[src/rtl/branch_predictor_table_if.sv]
// Fetch/execute-side bundle of the branch predictor table: lookup request and
// registered prediction, resolve-time update, statistics and debug history.
interface branch_predictor_table_if #(
  parameter int XLEN       = 32,
  parameter int INDEX_BITS = 6,
  parameter int HIST_BITS  = 6,
  parameter int STAT_BITS  = 16
);
  logic                  lookup_valid;
  logic [XLEN-1:0]       lookup_pc;
  logic                  prediction_valid;
  logic                  prediction;
  logic [INDEX_BITS-1:0] prediction_index;
  logic                  update_valid;
  logic [INDEX_BITS-1:0] update_index;
  logic                  update_taken;
  logic                  update_predicted;
  logic                  stat_clear;
  logic [STAT_BITS-1:0]  branch_count;
  logic [STAT_BITS-1:0]  mispredict_count;
  logic [HIST_BITS-1:0]  ghr;

  // Pipeline side that issues lookups and resolves branches.
  modport master (
    output lookup_valid, lookup_pc, update_valid, update_index,
           update_taken, update_predicted, stat_clear,
    input  prediction_valid, prediction, prediction_index,
           branch_count, mispredict_count, ghr
  );

  // Predictor side.
  modport slave (
    input  lookup_valid, lookup_pc, update_valid, update_index,
           update_taken, update_predicted, stat_clear,
    output prediction_valid, prediction, prediction_index,
           branch_count, mispredict_count, ghr
  );
endinterface

[src/rtl/branch_predictor_table.sv]
// Table of 2^INDEX_BITS saturating counters indexed by PC, optionally XORed with
// a non-speculative global history (gshare), plus resolve/mispredict statistics.
module branch_predictor_table #(
  parameter int XLEN       = 32,
  parameter int INDEX_BITS = 6,
  parameter int CTR_BITS   = 2,
  parameter int HIST_BITS  = 6,
  parameter int GSHARE     = 1,
  parameter int STAT_BITS  = 16
) (
  input logic                     clock,
  input logic                     reset_n,
  branch_predictor_table_if.slave bus
);
  localparam int ENTRIES = 1 << INDEX_BITS;

  typedef logic [CTR_BITS-1:0] ctr_t;

  localparam ctr_t                 CTR_MAX  = '1;
  localparam ctr_t                 CTR_INIT = CTR_MAX >> 1;
  localparam logic [STAT_BITS-1:0] STAT_MAX = '1;

  ctr_t                  table_q [ENTRIES];
  ctr_t                  table_d [ENTRIES];
  logic [HIST_BITS-1:0]  ghr_q, ghr_d;
  logic                  pred_valid_q, pred_valid_d;
  logic                  pred_q, pred_d;
  logic [INDEX_BITS-1:0] pred_index_q, pred_index_d;
  logic [STAT_BITS-1:0]  branch_count_q, branch_count_d;
  logic [STAT_BITS-1:0]  mispredict_count_q, mispredict_count_d;
  logic [INDEX_BITS-1:0] lookup_index;
  ctr_t                  upd_ctr;

  // Only the word-aligned index bits of the PC select an entry.
  logic unused_pc_bits;
  assign unused_pc_bits = ^{bus.lookup_pc[XLEN-1:INDEX_BITS+2], bus.lookup_pc[1:0]};

  // Index and read both use pre-update state, so a same-cycle update is invisible.
  always_comb begin
    lookup_index = bus.lookup_pc[INDEX_BITS+1:2];
    if (GSHARE != 0) lookup_index = lookup_index ^ INDEX_BITS'(ghr_q);
  end

  always_comb begin
    // NOTE: every comb output gets a default first, so no path can infer a latch.
    pred_valid_d = bus.lookup_valid;
    pred_d       = pred_q;
    pred_index_d = pred_index_q;
    if (bus.lookup_valid) begin
      pred_d       = table_q[lookup_index][CTR_BITS-1];
      pred_index_d = lookup_index;
    end
  end

  always_comb begin
    table_d = table_q;
    ghr_d   = ghr_q;
    upd_ctr = table_q[bus.update_index];
    if (bus.update_valid) begin
      if (bus.update_taken && upd_ctr != CTR_MAX) begin
        table_d[bus.update_index] = upd_ctr + ctr_t'(1);
      end else if (!bus.update_taken && upd_ctr != '0) begin
        table_d[bus.update_index] = upd_ctr - ctr_t'(1);
      end
      // Truncating the concatenation drops the oldest bit; also correct for HIST_BITS=1.
      ghr_d = HIST_BITS'({ghr_q, bus.update_taken});
    end
  end

  always_comb begin
    branch_count_d     = branch_count_q;
    mispredict_count_d = mispredict_count_q;
    if (bus.stat_clear) begin
      branch_count_d     = '0;
      mispredict_count_d = '0;
    end else if (bus.update_valid) begin
      if (branch_count_q != STAT_MAX) branch_count_d = branch_count_q + 1'b1;
      if (bus.update_taken != bus.update_predicted && mispredict_count_q != STAT_MAX) begin
        mispredict_count_d = mispredict_count_q + 1'b1;
      end
    end
  end

  // NOTE: state flops use non-blocking assignments so every flop samples pre-edge values.
  always_ff @(posedge clock or negedge reset_n) begin
    if (!reset_n) begin
      // NOTE: the table is a flop array that must reset to weakly not-taken, so no SRAM.
      for (int i = 0; i < ENTRIES; i++) table_q[i] <= CTR_INIT;
      ghr_q              <= '0;
      pred_valid_q       <= 1'b0;
      pred_q             <= 1'b0;
      pred_index_q       <= '0;
      branch_count_q     <= '0;
      mispredict_count_q <= '0;
    end else begin
      table_q            <= table_d;
      ghr_q              <= ghr_d;
      pred_valid_q       <= pred_valid_d;
      pred_q             <= pred_d;
      pred_index_q       <= pred_index_d;
      branch_count_q     <= branch_count_d;
      mispredict_count_q <= mispredict_count_d;
    end
  end

  assign bus.prediction_valid = pred_valid_q;
  assign bus.prediction       = pred_q;
  assign bus.prediction_index = pred_index_q;
  assign bus.ghr              = ghr_q;
  assign bus.branch_count     = branch_count_q;
  assign bus.mispredict_count = mispredict_count_q;
endmodule

[src/flat_wrapper.sv]
// flat-port wrapper written by rule: the top's interface ports become plain ports
module branch_predictor_table_flat 
#(
  parameter int XLEN       = 32,
  parameter int INDEX_BITS = 6,
  parameter int CTR_BITS   = 2,
  parameter int HIST_BITS  = 6,
  parameter int GSHARE     = 1,
  parameter int STAT_BITS  = 16
)
  (clock, reset_n, bus_lookup_valid, bus_lookup_pc, bus_update_valid, bus_update_index, bus_update_taken, bus_update_predicted, bus_stat_clear, bus_prediction_valid, bus_prediction, bus_prediction_index, bus_branch_count, bus_mispredict_count, bus_ghr);
  branch_predictor_table_if #(.XLEN(XLEN), .INDEX_BITS(INDEX_BITS), .HIST_BITS(HIST_BITS), .STAT_BITS(STAT_BITS)) bus_i ();
  input logic clock;
  input logic reset_n;
  input wire logic [$bits(bus_i.lookup_valid)-1:0] bus_lookup_valid;
  input wire logic [$bits(bus_i.lookup_pc)-1:0] bus_lookup_pc;
  input wire logic [$bits(bus_i.update_valid)-1:0] bus_update_valid;
  input wire logic [$bits(bus_i.update_index)-1:0] bus_update_index;
  input wire logic [$bits(bus_i.update_taken)-1:0] bus_update_taken;
  input wire logic [$bits(bus_i.update_predicted)-1:0] bus_update_predicted;
  input wire logic [$bits(bus_i.stat_clear)-1:0] bus_stat_clear;
  output wire logic [$bits(bus_i.prediction_valid)-1:0] bus_prediction_valid;
  output wire logic [$bits(bus_i.prediction)-1:0] bus_prediction;
  output wire logic [$bits(bus_i.prediction_index)-1:0] bus_prediction_index;
  output wire logic [$bits(bus_i.branch_count)-1:0] bus_branch_count;
  output wire logic [$bits(bus_i.mispredict_count)-1:0] bus_mispredict_count;
  output wire logic [$bits(bus_i.ghr)-1:0] bus_ghr;
  assign bus_i.lookup_valid = bus_lookup_valid;
  assign bus_i.lookup_pc = bus_lookup_pc;
  assign bus_i.update_valid = bus_update_valid;
  assign bus_i.update_index = bus_update_index;
  assign bus_i.update_taken = bus_update_taken;
  assign bus_i.update_predicted = bus_update_predicted;
  assign bus_i.stat_clear = bus_stat_clear;
  assign bus_prediction_valid = bus_i.prediction_valid;
  assign bus_prediction = bus_i.prediction;
  assign bus_prediction_index = bus_i.prediction_index;
  assign bus_branch_count = bus_i.branch_count;
  assign bus_mispredict_count = bus_i.mispredict_count;
  assign bus_ghr = bus_i.ghr;
  branch_predictor_table #(.XLEN(XLEN), .INDEX_BITS(INDEX_BITS), .CTR_BITS(CTR_BITS), .HIST_BITS(HIST_BITS), .GSHARE(GSHARE), .STAT_BITS(STAT_BITS)) u_core (.clock(clock), .reset_n(reset_n), .bus(bus_i));
endmodule
[config.mk]
export PLATFORM = sky130hd
export DESIGN_NAME = branch_predictor_table_flat
export DESIGN_NICKNAME = d
export VERILOG_FILES = /design/src/rtl/branch_predictor_table_if.sv /design/src/rtl/branch_predictor_table.sv /design/src/flat_wrapper.sv
export SDC_FILE = /design/constraint.sdc
export NUM_CORES = 1
export LEC_CHECK = 0
export CELL_PAD_IN_SITES_DETAIL_PLACEMENT = 1
export CELL_PAD_IN_SITES_GLOBAL_PLACEMENT = 1
export CORE_ASPECT_RATIO = 1.2
export CORE_MARGIN = 2
export CORE_UTILIZATION = 30
export DETAILED_ROUTE_END_ITERATION = 12
export PLACE_DENSITY = 0.62
export SLEW_MARGIN = 30
export SYNTH_ARGS = -nofsm -noshare
export SYNTH_HDL_FRONTEND = slang
export SYNTH_SLANG_ARGS = --single-unit
[constraint.sdc]
create_clock -name clock -period 4.12 [get_ports clock]
set_input_delay 0.824 -clock clock [delete_from_list [all_inputs] [get_ports clock]]
set_output_delay 0.824 -clock clock [all_outputs]
set_load 0.02 [all_outputs]
Word level (Yosys, flattened, before mapping)
Cells that the tools add are included.

cells by class
  add/sub/neg operators = 4
  order comparisons = 3
  equal/unequal tests = 4
  multiplexer cells = 18
  bitwise gates (word level) = 3
  reductions and logical operators = 13

operator list
  operator                 count
  $bwmux W128              2
  $mux W128                2
  $mux W16                 6
  $add A16 B1 Y16 const B  2
  $ne A16 B16 Y1 const B   2
  $bmux W2 S6              2
  $ge A7 B7 Y1 const B     2
  $not A6 Y7               2
  $demux W2 S6             1
  $mux W2                  5
  $reduce_bool A2 Y1       5
  $lt A7 B1 Y1 const B     1
  $reduce_and A2 Y1        3
  $xor A6 B6 Y6            1
  $logic_and A1 B1 Y1      4
  $add A2 B1 Y2 const B    1
  $ne A2 B2 Y1 const B     1
  $sub A2 B1 Y2 const B    1
  $logic_not A1 Y1         1
  $ne A1 B1 Y1             1

word-level totals
  flip-flop bits (word level) = 174
  input port bits = 45
  output and inout port bits = 46
  word-level logic and storage cells = 115

Depth between registers and ports, before layout
  depth in word-level cells = 8
  depth in mapped cells = 16
  mapped depth without buffers = 13

Worst setup path after synthesis
OpenSTA, ideal clock, no wires.

  kind = input -> register
  start point = input port bus_update_index[1]
  end point = register u_core.table_q[13] (netlist name)
  library setup time = 0.125 ns
  data arrival time = 3.708 ns
  required time = 3.995 ns
  setup slack = 0.287 ns
  stages = 15
  path buffers = 2
  path through = buf_6 mux2_1 a22oi_1 o21ai_1 a21o_1 a211oi_4 buf_6 o211ai_1 ha_1 nor2b_1 o21a_1 and2_1 nand2_1 nor2_1 mux2_2

on the way
  cells in the longest elaborated chain, start to end = 8
  elaborated cells on any way between the ends = 21
  classes of those cells = add/sub (2); order compare (2); eq/ne (1); mux (9); bitwise (1); reduce/logical (6)

ends and longest elaborated chain
  item                                                                         line                                                                                      source
  start: declaration                                                           flat_wrapper.sv:18                                                                        input wire logic [$bits(bus_i.update_index)-1:0] bus_update_index;
  $not A6 Y7 (implied by the code) *                                           branch_predictor_table.sv:58, branch_predictor_table.sv:61, branch_predictor_table.sv:63
  $bmux W2 S6, or another cell as far along                                    branch_predictor_table.sv:58                                                              upd_ctr = table_q[bus.update_index];
  $mux W2 (implied by the code) / $logic_and A1 B1 Y1 (equally long branches)  branch_predictor_table.sv:58, branch_predictor_table.sv:61, branch_predictor_table.sv:63
  $mux W2, on equally long branches                                            branch_predictor_table.sv:58, branch_predictor_table.sv:61, branch_predictor_table.sv:63
  $sub A2 B1 Y2, or another cell as far along                                  branch_predictor_table.sv:63                                                              table_d[bus.update_index] = upd_ctr - ctr_t'(1);
  $bwmux W128, or another cell as far along                                    branch_predictor_table.sv:63
  $mux W128 / $reduce_bool A2 Y1 (equally long branches)                       n/a
  $mux W128 / $reduce_and A2 Y1 (equally long branches)                        n/a
  end signal: assignment                                                       branch_predictor_table.sv:96                                                              table_q <= table_d;
  end: declaration                                                             branch_predictor_table.sv:23                                                              ctr_t table_q [ENTRIES];

Mark *: on every way between the ends. The rest lies on a longest branch, timed or not. The select of a mux whose other input is x is not followed.
A chain may end at the register's enable or synchronous reset.

Final worst setup path
  start point = input port bus_update_index[1]
  end point = register u_core.table_q[115] (netlist name)

The elaborated chain is that of the path after synthesis.

==> results.txt <==
The run finished with clean final reports. The sequential share of the synthesized area is 0.486, and the initial antenna violation count is 0. For the combinational power share, the log shows 0.217.

The worst setup path category was primary input to flop. The logs give 2 for the number of buffers between clock root and the deepest sink and 0.0319 mm^2 for the die footprint. The number of detailed-route iterations in the first pass came out at 4.

The average instance in the mapped netlist occupies 12.3 um^2. At the worst endpoint, the arrival time is 4.22 ns. The first global-routing pass estimated 41.4 mm of wire. For the number of filler cells placed in the layout, the log shows 3,185. The number of synthesized register bits is 174. The max-slew headroom at the worst pin was 0.461. Commonest register cell after synthesis: sky130_fd_sc_hd__dfrtp_1. The post-detailed-placement half-perimeter wirelength was 18.6 mm; the power share of the sequential group was 0.455.

The number of buffers added by the clock tree synthesis step was 17; the via count normalized by instance count was 5.09. For this run, the number of Yosys warnings is 0. For this run, the post-layout net count is 911.

The clock period minus final worst setup slack is 3.91 ns. Setup repair after global routing left no endpoint under its margin. In this run the horizontal extent of the chip is 163 um. The synthesized instance count came out at 740.

The total area inside the core boundary comes to 0.0298 mm^2. For the internal power of the cells, the log shows 3.30 mW. Leaving out fill and tap cells, the most frequent cells in the layout are sky130_fd_sc_hd__mux2_2 (148), sky130_fd_sc_hd__dfrtp_1 (110), sky130_fd_sc_hd__buf_4 (66). Setup violations remaining at the end of the flow were counted as 0. The overall track demand over capacity in global routing was 0.171. The worst-case clock skew was 0.0153 ns; the core utilization of the finished layout was 0.389. The logs give 0 for the leftover overflow at the end of global routing and 0 for the post-detailed-route DRC marker count. Across all layers, the routed design uses 6,443 vias. The tools report the worst flop-to-flop path endpoint as u_core.table_q[81]$_DFFE_PN0P_.

The logs give 0 for the count of final max-slew check failures and 73 for the largest net degree at the start of global routing. Summing all multi-input logic gate instances after layout gives 0.00475 mm^2. The share of the cycle needed by the critical path after routing is 0.949, and the clock slew at the register clock pins of the worst setup and hold paths is 0.07 ns.

The worst setup path is captured at a flop. Count of flip-flops with a built-in enable after synthesis: 0. The logs give 4 for the deepest level of the CTS H-tree and 0 for the number of hold buffers added after cts. After detailed routing, the total wire length is 26.0 mm. In the final routed layout, each cell accounts on average for 20.6 um. In the final layout, flip-flops and latches occupy 0.00443 mm^2. Cell row count: 69. Share of power burned in the clock network: 0.329. Counting cells, the worst reg-to-reg path comes to 13. The run gives 0 as the final-report hold violation count. The switching power as a share of total power works out to 0.298.

Routability-driven placement finished with a final weighted congestion of 0.851. The worst hold path belongs to the class primary input to asynchronous set/reset pin. The die is 195 um tall. By area the synthesized netlist is led by sky130_fd_sc_hd__dfrtp_1 (30%), sky130_fd_sc_hd__dfstp_2 (18%), sky130_fd_sc_hd__mux2_2 (18%), sky130_fd_sc_hd__mux4_2 (5.4%), sky130_fd_sc_hd__nor2_1 (4.2%).

The run gives 0.307 as the starting density of the core. The relative area change from synthesis to final layout works out to 27.0%. STA classifies the critical path startpoint as a primary input.

The transition at the pin with the smallest max-transition slack came out at 0.806 ns. The power density over the cells was 405 mW/mm^2; the number of nets produced by synthesis was 789. The final hold slack is 0.360 ns.

The synthesized netlist occupies a cell area of 0.00913 mm^2. Across the run, the number of max-cap violations was 0. The first routing iteration left 332 violations.

The clock net sink count came out at 174. Portion of synthesized cell area occupied by the leading cell type: 0.301. For the number of diodes, the log shows 0. The async set or reset register ratio after synthesis is 1.00, and the static leakage is 4.78 nW. Leaving out fill and tap cells, the most frequent cell in the layout is sky130_fd_sc_hd__mux2_2. Data on the critical path is required at its endpoint by 4.43 ns. During I/O placement, the number of pins put on the boundary was 91. At the later pin of the worst-skew pair, clock insertion delay measures 0.44 ns.

Count of buffers inserted at the top-level ports: 64. Via count of the first global-routing pass: 6,984. Of all cell types, the one taking the most synthesized area is sky130_fd_sc_hd__dfrtp_1.

CTS root buffer: sky130_fd_sc_hd__clkbuf_16. In this run the register-to-register setup slack is 0.82 ns. The remaining number of nets flagged by the antenna check after routing came out at 0. The tools report the switching component of the power as 1.40 mW. TritonCTS built the clock tree. Maximum vdd ir drop: 225 uV. Of all nets on the critical path, the largest fanout is 14. The number of distinct library cell variants in the gate-level netlist after synthesis is 57. Static timing analysis puts the maximum clock frequency at 256 MHz. Layout cell share with drive strength beyond 1: 0.479.
==> cell type report <==
cell class                      instances  area share
Multi-Input combinational cell        521       0.410
Sequential cell                       174       0.382
Timing Repair Buffer                  144       0.118
Tap cell                              390      0.0421
Clock buffer                           21      0.0397
Clock inverter                         11     0.00712
Inverter                                4     0.00129
==> per-stage QoR <==
step	cell area [um^2]	instances	setup slack (ns)	setup TNS, ns	total power [mW]
finish	11600	1265	0.210	0	4.69
global placement	10800	1232	-0.459	-42.68	3.15
detailed placement	10800	1232	-0.582	-54.89	3.18
CTS	11300	1264	0.000227	0	4.74
floorplan	9130	740	0.287	0	2.72
global route	11600	1265	0.0544	0	4.93
==> power by group through the flow <==
| stage | clock (mW) | sequential (mW) | combinational, mW |
|---|---|---|---|
| 6_report | 1.54 | 2.13 | 1.02 |
| 5_1_grt | 1.66 | 2.17 | 1.10 |
| 4_1_cts | 1.59 | 2.14 | 1.02 |
| 3_5_place_dp | 0 | 2.17 | 1.01 |
| 3_3_place_gp | 0 | 2.15 | 0.992 |
| 2_1_floorplan | 0 | 2.15 | 0.577 |
==> synthesized netlist by cell type (2+ instances only) <==
cell type and n:
sky130_fd_sc_hd__mux2_2 148, sky130_fd_sc_hd__dfrtp_1 110, sky130_fd_sc_hd__nor2_1 103, sky130_fd_sc_hd__dfstp_2 64, sky130_fd_sc_hd__nand2_1 35, sky130_fd_sc_hd__xor2_1 29
sky130_fd_sc_hd__mux4_2 22, sky130_fd_sc_hd__clkbuf_1 20, sky130_fd_sc_hd__a22oi_1 15, sky130_fd_sc_hd__nand4_1 15, sky130_fd_sc_hd__a21oi_1 14, sky130_fd_sc_hd__nand3_1 14
sky130_fd_sc_hd__buf_2 12, sky130_fd_sc_hd__and3_1 10, sky130_fd_sc_hd__mux2i_1 10, sky130_fd_sc_hd__mux4_1 10, sky130_fd_sc_hd__xnor2_1 9, sky130_fd_sc_hd__nor2b_1 8
sky130_fd_sc_hd__o211ai_1 7, sky130_fd_sc_hd__nand2b_1 6, sky130_fd_sc_hd__and2_1 5, sky130_fd_sc_hd__buf_6 5, sky130_fd_sc_hd__o21ai_0 5, sky130_fd_sc_hd__a22o_1 4
sky130_fd_sc_hd__ha_1 4, sky130_fd_sc_hd__inv_1 4, sky130_fd_sc_hd__mux2_1 4, sky130_fd_sc_hd__o2111ai_1 4, sky130_fd_sc_hd__a221oi_1 3, sky130_fd_sc_hd__nand3b_1 3
sky130_fd_sc_hd__nor3_1 3, sky130_fd_sc_hd__o21a_1 3, sky130_fd_sc_hd__o22ai_1 3, sky130_fd_sc_hd__and4_1 2, sky130_fd_sc_hd__buf_1 2, sky130_fd_sc_hd__nor4_1 2
sky130_fd_sc_hd__o211a_1 2, sky130_fd_sc_hd__or3b_2 2
==> how the worst max path moves through the flow <==
stage                              from                               to  slack [ns]  cells after the start
floorplan           bus_update_index[1]   u_core.table_q[13]$_DFFE_PN0P_        0.29                     15
global placement    bus_update_index[0]   u_core.table_q[47]$_DFFE_PN0P_       -0.46                     16
detailed placement  bus_update_index[0]   u_core.table_q[75]$_DFFE_PN0P_       -0.58                     16
CTS                 bus_update_index[0]    u_core.table_q[7]$_DFFE_PN0P_      0.0002                     16
global route        bus_update_index[1]  u_core.table_q[115]$_DFFE_PN0P_        0.05                     16
finish              bus_update_index[1]  u_core.table_q[115]$_DFFE_PN0P_        0.21                     14
==> cell families after synthesis <==
family          count (synthesis)  synth area share
simple gates                  211             0.106
mux                           194             0.281
flops                         174             0.486
compound gates                 74            0.0602
buf+inv                        45            0.0248
xor+xnor                       38            0.0364
fa+ha+maj                       4           0.00548
==> timing repair <==
item                       CTS  global route
pin swaps                    1             3
hold endpoints to repair     0             0
setup endpoints to repair   64           106
setup buffers                0             1
gates resized for setup     13            75
==> routing by layer <==
metal / vias to the layer above / share of wire / global-route usage
met1: 3334 / 0.45 / 0.224
li1: 2945 / - / -
met5: - / 0 / 0
met4: 0 / 0.020 / 0.0521
met3: 25 / 0.041 / 0.0299
met2: 139 / 0.49 / 0.286
==> worst max-delay path, stage by stage <==
cell and delay (ns):
sky130_fd_sc_hd__buf_2 0.46, sky130_fd_sc_hd__buf_4 0.30, sky130_fd_sc_hd__mux4_2 0.51, sky130_fd_sc_hd__mux2_2 0.28, sky130_fd_sc_hd__a21oi_1 0.23, sky130_fd_sc_hd__nand4_1 0.13, sky130_fd_sc_hd__ha_2 0.20, sky130_fd_sc_hd__nor2b_2 0.13
sky130_fd_sc_hd__o21a_1 0.21, sky130_fd_sc_hd__buf_4 0.16, sky130_fd_sc_hd__nand3_2 0.11, sky130_fd_sc_hd__buf_4 0.18, sky130_fd_sc_hd__nor2_2 0.14, sky130_fd_sc_hd__mux2_2 0.35
Note: power is estimated with default switching activity, not from simulation.
